$ cat config.mk
export PLATFORM = sky130hd
export DESIGN_NAME = multicycle_shift_unit
export DESIGN_NICKNAME = d
export VERILOG_FILES = /design/src/rtl/shift_pkg.sv /design/src/rtl/shift_step.sv /design/src/rtl/multicycle_shift_unit.sv
export SDC_FILE = /design/constraint.sdc
export NUM_CORES = 1
export LEC_CHECK = 0
export CAP_MARGIN = 20
export CORE_ASPECT_RATIO = 1.75
export CORE_MARGIN = 5
export CORE_UTILIZATION = 35
export DETAILED_ROUTE_END_ITERATION = 16
export GPL_ROUTABILITY_DRIVEN = 1
export RECOVER_POWER = 100
export SYNTH_ARGS = -nofsm -noshare
export SYNTH_HDL_FRONTEND = slang
export SYNTH_HIERARCHICAL = 1
export SYNTH_SLANG_ARGS = --single-unit
$ cat constraint.sdc
create_clock -name clk -period 4.9 [get_ports clk]
set_input_delay 0.98 -clock clk [delete_from_list [all_inputs] [get_ports clk]]
set_output_delay 0.98 -clock clk [all_outputs]
set_load 0.01 [all_outputs]
$ cat src/rtl/shift_pkg.sv
// Shared types for the multi-cycle shift unit.
//   shift_op_e    : 3-bit operation code (PASS/SLL/SRL/SRA/ROL/ROR; 6 and 7 reserved)
//   shift_state_e : control FSM states (IDLE/SHIFT/DONE)
//   is_shift_op() : true for codes that actually move bits (SLL..ROR)
package shift_pkg;

    typedef enum logic [2:0] {
        OP_PASS = 3'd0,
        OP_SLL  = 3'd1,
        OP_SRL  = 3'd2,
        OP_SRA  = 3'd3,
        OP_ROL  = 3'd4,
        OP_ROR  = 3'd5
    } shift_op_e;

    typedef enum logic [1:0] {
        ST_IDLE  = 2'd0,
        ST_SHIFT = 2'd1,
        ST_DONE  = 2'd2
    } shift_state_e;

    function automatic logic is_shift_op(input logic [2:0] code);
        return (code >= 3'd1) && (code <= 3'd5);
    endfunction

endpackage

$ cat src/rtl/shift_step.sv
// Combinational single-step shifter: moves a DATA_WIDTH word by amt_i bits
// according to op_i. amt_i may equal DATA_WIDTH (rotates then return the
// input unchanged, logical shifts return zero).
//   data_i : operand
//   op_i   : shift_op_e code; PASS and reserved codes pass data through
//   amt_i  : shift distance, 0..DATA_WIDTH
//   data_o : shifted word
module shift_step
    import shift_pkg::*;
#(
    parameter int DATA_WIDTH = 32,
    parameter int AMT_W      = 6
) (
    input  logic [DATA_WIDTH-1:0] data_i,
    input  logic [2:0]            op_i,
    input  logic [AMT_W-1:0]      amt_i,
    output logic [DATA_WIDTH-1:0] data_o
);

    // Complementary distance for rotates; with amt_i==0 the opposite shift is
    // by the full width and contributes nothing.
    logic [AMT_W-1:0] inv_amt;
    assign inv_amt = AMT_W'(DATA_WIDTH) - amt_i;

    always_comb begin
        data_o = data_i;
        case (op_i)
            OP_SLL:  data_o = data_i << amt_i;
            OP_SRL:  data_o = data_i >> amt_i;
            OP_SRA:  data_o = DATA_WIDTH'($signed(data_i) >>> amt_i);
            OP_ROL:  data_o = (data_i << amt_i) | (data_i >> inv_amt);
            OP_ROR:  data_o = (data_i >> amt_i) | (data_i << inv_amt);
            default: data_o = data_i;
        endcase
    end

endmodule

$ cat src/rtl/multicycle_shift_unit.sv
// Multi-cycle shift/rotate unit. One operand is accepted, then shifted by up
// to STEP bits per clock until the requested amount is consumed; the result
// is then offered on the result channel.
//   clk, rst (async, active low), flush (sync abort)
//   op_valid/op_ready, op_code, op_shamt, op_data : request channel
//   res_valid/res_ready, res_data                 : result channel
//   dbg_state                                     : current FSM state
//
// Handshake: a transfer happens on a rising edge where valid and ready are
// both high. valid never depends on ready; the requester holds its payload
// until accepted, and res_data is held stable while res_valid is high and
// res_ready is low. flush wins over both channels in the same cycle.
module multicycle_shift_unit
    import shift_pkg::*;
#(
    parameter  int DATA_WIDTH = 32,
    parameter  int STEP       = 4,
    localparam int SHAMT_W    = $clog2(DATA_WIDTH)
) (
    input  logic                  clk,
    input  logic                  rst,
    input  logic                  flush,
    input  logic                  op_valid,
    output logic                  op_ready,
    input  logic [2:0]            op_code,
    input  logic [SHAMT_W-1:0]    op_shamt,
    input  logic [DATA_WIDTH-1:0] op_data,
    output logic                  res_valid,
    input  logic                  res_ready,
    output logic [DATA_WIDTH-1:0] res_data,
    output logic [1:0]            dbg_state
);

    // One extra bit so STEP itself (up to DATA_WIDTH) is representable.
    localparam int              REM_W  = SHAMT_W + 1;
    localparam logic [REM_W-1:0] STEP_R = REM_W'(STEP);

    shift_state_e          state_q, state_d;
    shift_op_e             op_q, op_d;
    logic [DATA_WIDTH-1:0] data_q, data_d;
    logic [REM_W-1:0]      rem_q, rem_d;
    logic [REM_W-1:0]      step_amt;
    logic [DATA_WIDTH-1:0] step_out;
    logic                  accept;

    assign step_amt  = (rem_q > STEP_R) ? STEP_R : rem_q;
    assign op_ready  = (state_q == ST_IDLE) | ((state_q == ST_DONE) & res_ready);
    assign accept    = op_valid & op_ready & ~flush;
    assign res_valid = (state_q == ST_DONE);
    assign res_data  = data_q;
    assign dbg_state = state_q;

    shift_step #(
        .DATA_WIDTH (DATA_WIDTH),
        .AMT_W      (REM_W)
    ) u_step (
        .data_i (data_q),
        .op_i   (op_q),
        .amt_i  (step_amt),
        .data_o (step_out)
    );

    always_comb begin
        state_d = state_q;
        op_d    = op_q;
        data_d  = data_q;
        rem_d   = rem_q;
        if (flush) begin
            state_d = ST_IDLE;
            rem_d   = '0;
        end else begin
            case (state_q)
                ST_SHIFT: begin
                    data_d = step_out;
                    rem_d  = rem_q - step_amt;
                    if (rem_q <= STEP_R) begin
                        state_d = ST_DONE;
                    end
                end
                ST_DONE: begin
                    if (res_ready) begin
                        state_d = ST_IDLE;
                    end
                end
                default: ;
            endcase
            // accept is only possible in IDLE or a consumed DONE, so it
            // never competes with the SHIFT update above.
            if (accept) begin
                data_d = op_data;
                op_d   = shift_op_e'(op_code);
                if ((op_shamt == '0) || !is_shift_op(op_code)) begin
                    state_d = ST_DONE;
                    rem_d   = '0;
                end else begin
                    state_d = ST_SHIFT;
                    rem_d   = {1'b0, op_shamt};
                end
            end
        end
    end

    always_ff @(posedge clk or negedge rst) begin
        if (!rst) begin
            state_q <= ST_IDLE;
            op_q    <= OP_PASS;
            data_q  <= '0;
            rem_q   <= '0;
        end else begin
            state_q <= state_d;
            op_q    <= op_d;
            data_q  <= data_d;
            rem_q   <= rem_d;
        end
    end

endmodule

# Word-level counts from Yosys, hierarchy flattened
# Cells that the tools add are included.
[classes]
n_mux = 14
magnitude_cmp = 4
bitwise = 7
shift = 5
n_addsub = 2
n_reduce_logical = 12
n_eq_ne = 9
[ops]
columns = ["operator", "n"]
rows = [
  ["32-bit one-hot mux with 5 select lines", 1],
  ["32-bit two-way mux", 2],
  ["32-bit OR", 2],
  ["32-bit by 6-bit << shifter with 32-bit output", 2],
  ["32-bit by 6-bit >> shifter with 32-bit output", 2],
  ["32-bit by 6-bit >>> shifter with 32-bit output", 1],
  ["6-bit two-way mux", 4],
  ["2-bit two-way mux", 5],
  ["3-bit by 2-bit equality test with 1-bit output, second input constant", 2],
  ["3-bit equality test, second input constant", 2],
  ["6-bit by 3-bit greater-than comparator with 1-bit output, second input constant", 1],
  ["6-bit by 3-bit less-or-equal comparator with 1-bit output, second input constant", 1],
  ["3-bit AND reduction", 2],
  ["6-bit nonzero test", 1],
  ["6-bit subtractor", 1],
  ["6-bit subtractor, first input constant", 1],
  ["5-bit logical NOT", 1],
  ["5-bit two-way mux", 1],
  ["4-bit by 2-bit != test with 1-bit output, second input constant", 1],
  ["4-bit != test, second input constant", 1],
  ["2-bit one-hot mux with 2 select lines", 1],
  ["4-bit nonzero test", 1],
  ["1-bit AND", 3],
  ["3-bit by 1-bit equality test with 1-bit output, second input constant", 1],
  ["other kinds (13)", 13],
]
[word_totals]
output_inout_bits = 36
regBits = 43
wordCells = 57
in_bits = 45

# Depth between registers and ports, before layout
[logic_depth]
ltp_word = 8
ltp_mapped = 21
ltp_nobuf = 12

# By module
# The synthesis kept the hierarchy.
[by_module_without_submodules]
columns = ["module", "cells_each", "area_each_um2", "instances"]
rows = [
  ["shift_step", 1120, 8947.3, 1],
  ["multicycle_shift_unit", 215, 2285.9, 1],
]

# Worst setup path after synthesis
# No wires, ideal clock.
[synth_path]
path_kind = "register -> register"
start = "reg rem_q[2]"
end = "reg data_q[13] (netlist: res_data[13])"
n_path_buf = 7
t_required_ns = 4.774
path_slack_ns = 0.550
arrival_time_ns = 4.224
path_stages_with_launch = 20
period_less_slack_ns = 4.350
setup_time_ns = 0.126
path_cell_list = "dfrtp_1 clkbuf_1 nor4_1 and2_1 buf_2 buf_4 buf_2 buf_1 inv_1 ha_1 buf_2 clkbuf_1 mux4_2 and3_1 a211oi_1 a311oi_1 o32ai_1 o221ai_1 mux2i_1 a21oi_1"
[synth_via]
elab_chain_cells = 8
[synth_lines]
columns = ["element", "line", "text"]
rows = [
  ["start, declared", "multicycle_shift_unit.sv:41", "logic [REM_W-1:0] rem_q, rem_d;"],
  ["start signal, assigned", "multicycle_shift_unit.sv:113", "rem_q <= rem_d;"],
  ["6-bit by 3-bit greater-than comparator with 1-bit output *", "multicycle_shift_unit.sv:46", "assign step_amt = (rem_q > STEP_R) ? STEP_R : rem_q;"],
  ["6-bit two-way mux *", "multicycle_shift_unit.sv:46", ""],
  ["via step_amt[1]", "multicycle_shift_unit.sv:42", "logic [REM_W-1:0] step_amt;"],
  ["6-bit subtractor", "shift_step.sv:23", "assign inv_amt = AMT_W'(DATA_WIDTH) - amt_i;"],
  ["32-bit by 6-bit << shifter with 32-bit output / 32-bit by 6-bit >> shifter with 32-bit output (equally long branches)", "shift_step.sv:32, shift_step.sv:31", ""],
  ["32-bit OR (on tied branches)", "shift_step.sv:32, shift_step.sv:31", ""],
  ["32-bit one-hot mux with 5 select lines *", "shift_step.sv:27", "case (op_i)"],
  ["via step_out[13]", "multicycle_shift_unit.sv:43", "logic [DATA_WIDTH-1:0] step_out;"],
  ["32-bit two-way mux *", "multicycle_shift_unit.sv:72", "case (state_q)"],
  ["32-bit two-way mux *", "multicycle_shift_unit.sv:89", "if (accept) begin"],
  ["end signal, assigned", "multicycle_shift_unit.sv:112", "data_q <= data_d;"],
  ["end, declared", "multicycle_shift_unit.sv:40", "logic [DATA_WIDTH-1:0] data_q, data_d;"],
]
# Mark *: on every way through the listed nets, which the timed path passes. The rest lies on a longest branch. The select of a mux whose other input is x is not followed.
# A chain may end at the register's enable or synchronous reset.

# Worst setup path after layout
[layout_path]
start = "reg rem_q[4]"
end = "reg data_q[22] (netlist: res_data[22])"
# Same word-level chain as after synthesis.

==> Implementation_results.wiki <==
{| class="wikitable"
! Metric !! Value
|-
| Run status || finished with violations
|-
| Failing checks || capacitance limit, slew limit
|-
| Setup repair after global routing missed its margin || no
|-
| Global-route wire length before repair || 101 mm
|-
| Die area || 35900 um2
|-
| Post-DR wirelength/cell || 41.1 um
|-
| Area delta synth->final || 12.0%
|-
| Met3 WL || 6.30 mm
|-
| Total chip power || 8.63 mW
|-
| Clock sink total || 43
|-
| Top routing layer in use || met4
|-
| Number of iterations in the first detailed-routing pass || 6
|-
| Count of mapped cells out of synthesis || 1335
|-
| Detailed-route vias per instance || 7.53
|-
| Total I/O pin count || 81
|-
| TritonCTS clock tree || done
|-
| Hold bufs inserted after CTS || 0
|-
| Number of global-route vias before repair || 12900
|-
| CP endpoint kind || flip-flop
|-
| Number of flip-flops and latches in the synthesized netlist || 43
|-
| Final non-filler cell area || 12600 um2
|-
| Startpoint type of the worst setup path || flip-flop
|-
| Post-layout utilization of the core || 39.8%
|-
| Fraction of synthesized cell area taken by the top area cell type || 23.1%
|-
| Initial antenna violation count || 3
|-
| Power density over cell area || 686 nW/um2
|-
| Maximum clock skew at final layout || 0.0241 ns
|-
| WL met1 || 24.3 mm
|-
| Number of endpoints with negative hold slack in the final report || 0
|-
| Drc violations || 0
|-
| Root Buffer || sky130_fd_sc_hd__clkbuf_16
|-
| Cell types with the largest area share after synthesis || sky130_fd_sc_hd__mux4_2 (23%), sky130_fd_sc_hd__mux2i_1 (9.7%), sky130_fd_sc_hd__dfrtp_1 (9.6%)
|-
| # H-tree levels || 2
|-
| Post-CTS resize count || 0
|-
| Switching share of power || 61.6%
|-
| Pin count of the biggest net entering global routing || 92
|-
| Number of slew-limit violations in the final report || 65
|-
| Ratio of cells with drive above 1 in the final layout || 21.8%
|-
| Reported leakage power || 4.37 nW
|-
| Internal power contribution || 3.31 mW
|-
| Least-Margin Pin Slew || 2.94 ns
|-
| Post-CTS setup buffer count || 0
|-
| Required time of the worst setup path || 5.08 ns
|-
| Number of rows created at floorplan || 86
|-
| Tmin final || 4.66 ns
|-
| Cell area after placement || 12500 um2
|-
| Starting DRC count in detailed routing || 2027
|-
| Sum of routed wire length over all layers || 72.5 mm
|-
| Initial Utilization || 35.5%
|-
| Clk_lat worst skew || 0.33 ns
|-
| Overflow after GRT || 0
|-
| Total half-perimeter wirelength after legalization and detailed placement || 53.6 mm
|-
| Count of unique library cells instantiated by Yosys || 96
|-
| Sequential share of power || 15.5%
|-
| TritonCTS Buffers || 5
|-
| Horizontal die dimension || 145 um
|-
| Max Fclk || 0.214 GHz
|-
| Worst hold path class || flip-flop to flip-flop
|-
| Relative max-transition margin || -96.2%
|-
| Setup TNS after final layout || 0 ns
|-
| Maximum fanout along the worst path || 20
|-
| Combinational share of power || 80.0%
|-
| Number of nets with antenna violations after detailed routing || 0
|-
| Worst IR Drop VDD || 0.000424 V
|-
| Metal2 WL || 33.6 mm
|-
| Net switching power of the design || 5.32 mW
|-
| Port bufs || 80
|-
| Netlist Area Pre-Place || 11200 um2
|-
| Core area || 31600 um2
|-
| Data arrival, critical path || 4.84 ns
|-
| CTS clock-pin slew for the worst setup and hold paths || 0.07 ns
|-
| Height of the die || 247 um
|-
| Number of nets in the layout || 1410
|-
| Count of flip-flops with a built-in enable after synthesis || 0
|-
| Total number of vias || 13300
|-
| RD Place Congestion || 1.07
|-
| Cell accounting for the most synthesized area || sky130_fd_sc_hd__mux4_2
|-
| Final setup violation count || 0
|-
| Part of the power in the clock network || 4.5%
|-
| Maximum count of clock buffers along a single path || 2
|-
| Share of synthesized registers carrying an async set or reset || 100%
|-
| Total global-route track usage || 38.8%
|-
| Predominant post-synthesis flop cell || sky130_fd_sc_hd__dfrtp_1
|-
| Part of the Yosys area used for sequential elements || 9.58%
|-
| Count of maximum capacitance violations || 2
|-
| Per-instance average area after synthesis || 8.41 um2
|-
| Syn. warnings || 6
|-
| Crit share post-route || 95.2%
|-
| Worst Path Class, Setup || flip-flop to flip-flop
|}
-- layout by cell type (no fill, tap or decap), types with 16 or more instances in the layout --
cell	instances
sky130_fd_sc_hd__dfrtp_1	43
sky130_fd_sc_hd__a21oi_1	95
sky130_fd_sc_hd__a31oi_1	20
sky130_fd_sc_hd__clkbuf_1	17
sky130_fd_sc_hd__nor3_1	30
sky130_fd_sc_hd__nand2_1	105
sky130_fd_sc_hd__o21ai_0	66
sky130_fd_sc_hd__dlygate4sd3_1	27
sky130_fd_sc_hd__clkdlybuf4s50_1	52
sky130_fd_sc_hd__mux2_2	45
sky130_fd_sc_hd__mux4_2	115
sky130_fd_sc_hd__mux2i_1	110
sky130_fd_sc_hd__buf_4	75
sky130_fd_sc_hd__o211ai_1	24
sky130_fd_sc_hd__nor2_1	157
sky130_fd_sc_hd__o22ai_1	20
sky130_fd_sc_hd__nand3_1	31
sky130_fd_sc_hd__a211oi_1	16
-- flip-flops by register name, indices dropped and copies added, names as in the netlist --
signal and cells:
op_q 3, rem_q 6, dbg_state 2, res_data 32
-- area by class of cell --
| cell class | count | area (um2) |
|---|---|---|
| fillers | 3351 | 19100 |
| flip-flops and latches | 43 | 1080 |
| multi-input cells | 1123 | 9270 |
| clock buffers | 7 | 143 |
| diodes | 3 | 7.51 |
| inverters | 12 | 45.0 |
| repair buffers | 177 | 1530 |
| well taps | 396 | 495 |
| clock inverters | 1 | 8.76 |
-- power by group through the flow --
stage	registers, mW	clock network (mW)	logic [mW]
floorplan	0.788	0	4.02
detailed placement	1.30	0	6.56
global placement	1.28	0	6.59
finish	1.34	0.390	6.90
CTS	1.29	0.392	6.59
global route	1.34	0.403	7.03
-- routing by layer --
metal  GRT usage (%)  vias to the layer above
met5               0                        -
met4            33.3                        0
met1            42.6                     6557
li1                -                     5288
met2            64.3                     1083
met3            7.13                      338
-- critical path, stage by stage (launching register included) --
cell	delay [ns]
sky130_fd_sc_hd__dfrtp_1	0.44
sky130_fd_sc_hd__nor4_1	0.32
sky130_fd_sc_hd__buf_4	0.19
sky130_fd_sc_hd__and2_4	0.22
sky130_fd_sc_hd__inv_1	0.09
sky130_fd_sc_hd__ha_2	0.61
sky130_fd_sc_hd__clkbuf_1	0.49
sky130_fd_sc_hd__mux4_2	0.45
sky130_fd_sc_hd__mux2_2	0.32
sky130_fd_sc_hd__mux2i_1	0.35
sky130_fd_sc_hd__nor2_1	0.11
sky130_fd_sc_hd__a2111oi_2	0.43
sky130_fd_sc_hd__o221ai_1	0.23
sky130_fd_sc_hd__mux2i_1	0.20
sky130_fd_sc_hd__a21oi_2	0.08
-- final timing paths --
path / end / from / depth (start not counted) / slack [ns]
min in group asynchronous: res_data[17] / rst / 2 / 1.72
hold / removal: rem_q[0] / rem_q[0] / 1 / 0.57
setup / recovery: res_data[22] / rem_q[4] / 14 / 0.24
hold reg to reg: rem_q[0] / rem_q[0] / 1 / 0.57
setup reg to reg: res_data[22] / rem_q[4] / 14 / 0.24
max in group asynchronous: res_data[10] / rst / 2 / 1.51
-- per-stage QoR --
step	hold WS [ns]	std cells	setup slack, ns
global placement	0.556	1750	0.458
global route	0.604	1759	0.139
floorplan	0.475	1347	0.550
detailed placement	0.555	1751	0.477
CTS	0.578	1759	0.465
finish	0.575	1762	0.235
-- cells in the mapped netlist, drive strengths merged, types with 7 or more instances --
cell and count:
a21oi 107, nor3 31, a211oi 17, o21ai 74, or2 9, o31ai 8
nor2b 10, nor2 158, buf 86, o22ai 20, o221ai 14, mux4 117
a221oi 10, nand2 106, a211o 8, o211ai 24, a21o 7, and3 7
o32a 11, clkbuf 83, nor4 7, inv 12, nand3 31, dfrtp 43
nand2b 10, a22oi 8, mux2i 110, mux2 49, a31oi 20, or3 8
and2 8
-- logic make-up (layout without fill, tap and decap cells) --
logic type / count (synthesis) / count (layout) / share of synthesized area (%)
buf+inv: 181 / 197 / 8.55
fa+ha+maj: 3 / 3 / 0.334
other cells: 2 / 17 / 0.0669
xor+xnor: 2 / 2 / 0.156
compound gates: 418 / 418 / 26.0
mux: 276 / 276 / 38.3
simple gates: 410 / 410 / 17.0
flops: 43 / 43 / 9.58
No activity file was read; power rests on OpenSTA's default activity.
==> variant, RTL diff (same flow settings) <==
`DATA_WIDTH` is set to 32 in 2 places; all go to 64.
--- a/src/rtl/shift_step.sv
+++ b/src/rtl/shift_step.sv
@@ -10,3 +10,3 @@
 #(
-    parameter int DATA_WIDTH = 32,
+    parameter int DATA_WIDTH = 64,
     parameter int AMT_W      = 6
--- a/src/rtl/multicycle_shift_unit.sv
+++ b/src/rtl/multicycle_shift_unit.sv
@@ -15,3 +15,3 @@
 #(
-    parameter  int DATA_WIDTH = 32,
+    parameter  int DATA_WIDTH = 64,
     parameter  int STEP       = 4,
Ports: changed (resized op_data, op_shamt and res_data); port bits go from 81 to 146. No check against the original RTL was run, so the function may have changed too.
==> variant against the original RTL <==
The flow now stops in 5_1_grt; synthesized area up 110%.
==> variant: results (changes against the original RTL) <==
outcome=aborted with a tool error; postcts setup bufs=0 (unchanged); post-CTS resize count=3 (+3); grt ovf=39; Yosys cell types=99 (+3.1%); Sink Count=76 (+77%); sequential share of the synthesized area=8.14% (-1.4 points); input/output buffers=145 (+81%); Error=[ERROR GRT-0116] Global routing finished with congestion. Check the congestion regions in the DRC Viewer.; level count of the clock H-tree=3 (+1); vias in the first global route=approximately 35000; Fail Step=5_1_grt; first-pass GRT wire length=around 310000 microns; largest net degree at the start of global routing=around 130; Main synth FF type=dfrtp_1; Yosys warnings=6 (unchanged); Total GRT Usage=60.4%; dpl hpwl=159000 microns (+200%); CTS Buf Count=9 (+4); Synth async-reset ratio=100% (unchanged); commonest cells in the netlist=nand2_1, mux2i_1, nor2_1; clk root buf=clkbuf_16; GP Congestion=1.36 (+27%); Synth Area in Compound Gates=24.5% (-1.5 points); post-synthesis mux area share=44.2% (+6.0 points); Placement Setup Slack=-198 ps (-675 ps); main area contributors after synthesis=mux4_2, mux2i_1, dfrtp_1, mux2_2, nand2_1; XOR/XNOR Fraction of Synth Area=0.300% (+0.14 points); Post-Synth Adder-Cell Area=0.107% (-0.23 points); maximum clock insertion buffer count=2 (unchanged)
-- variant: cells by family after synthesis --
| kind of cell | Yosys count |
|---|---|
| XOR/XNOR | 8 |
| AND/OR/NAND/NOR | 808 |
| multiplexers | 702 |
| AO/OA/AOI/OAI | 836 |
| other | 2 |
| adder cells (fa/ha/maj) | 2 |
| buffers and inverters | 362 |
| flip-flops | 76 |
-- variant: stage by stage --
stage               util (%)  instances  TNS, ps  cell area, sq um  hold slack, ps
global placement        45.9       4254     -922             30500             545
CTS                     46.4       4270        0             30800             569
floorplan                  -       2817    -35.6             23400             477
detailed placement      45.9       4254     -198             30500             552
-- variant: metal layers --
layer | track usage, % | GRT overflow
met1 | 59.6 | 0
met2 | 80.1 | 15
met3 | 40.6 | 0
met4 | 62.9 | 24
met5 | 5.56 | 0
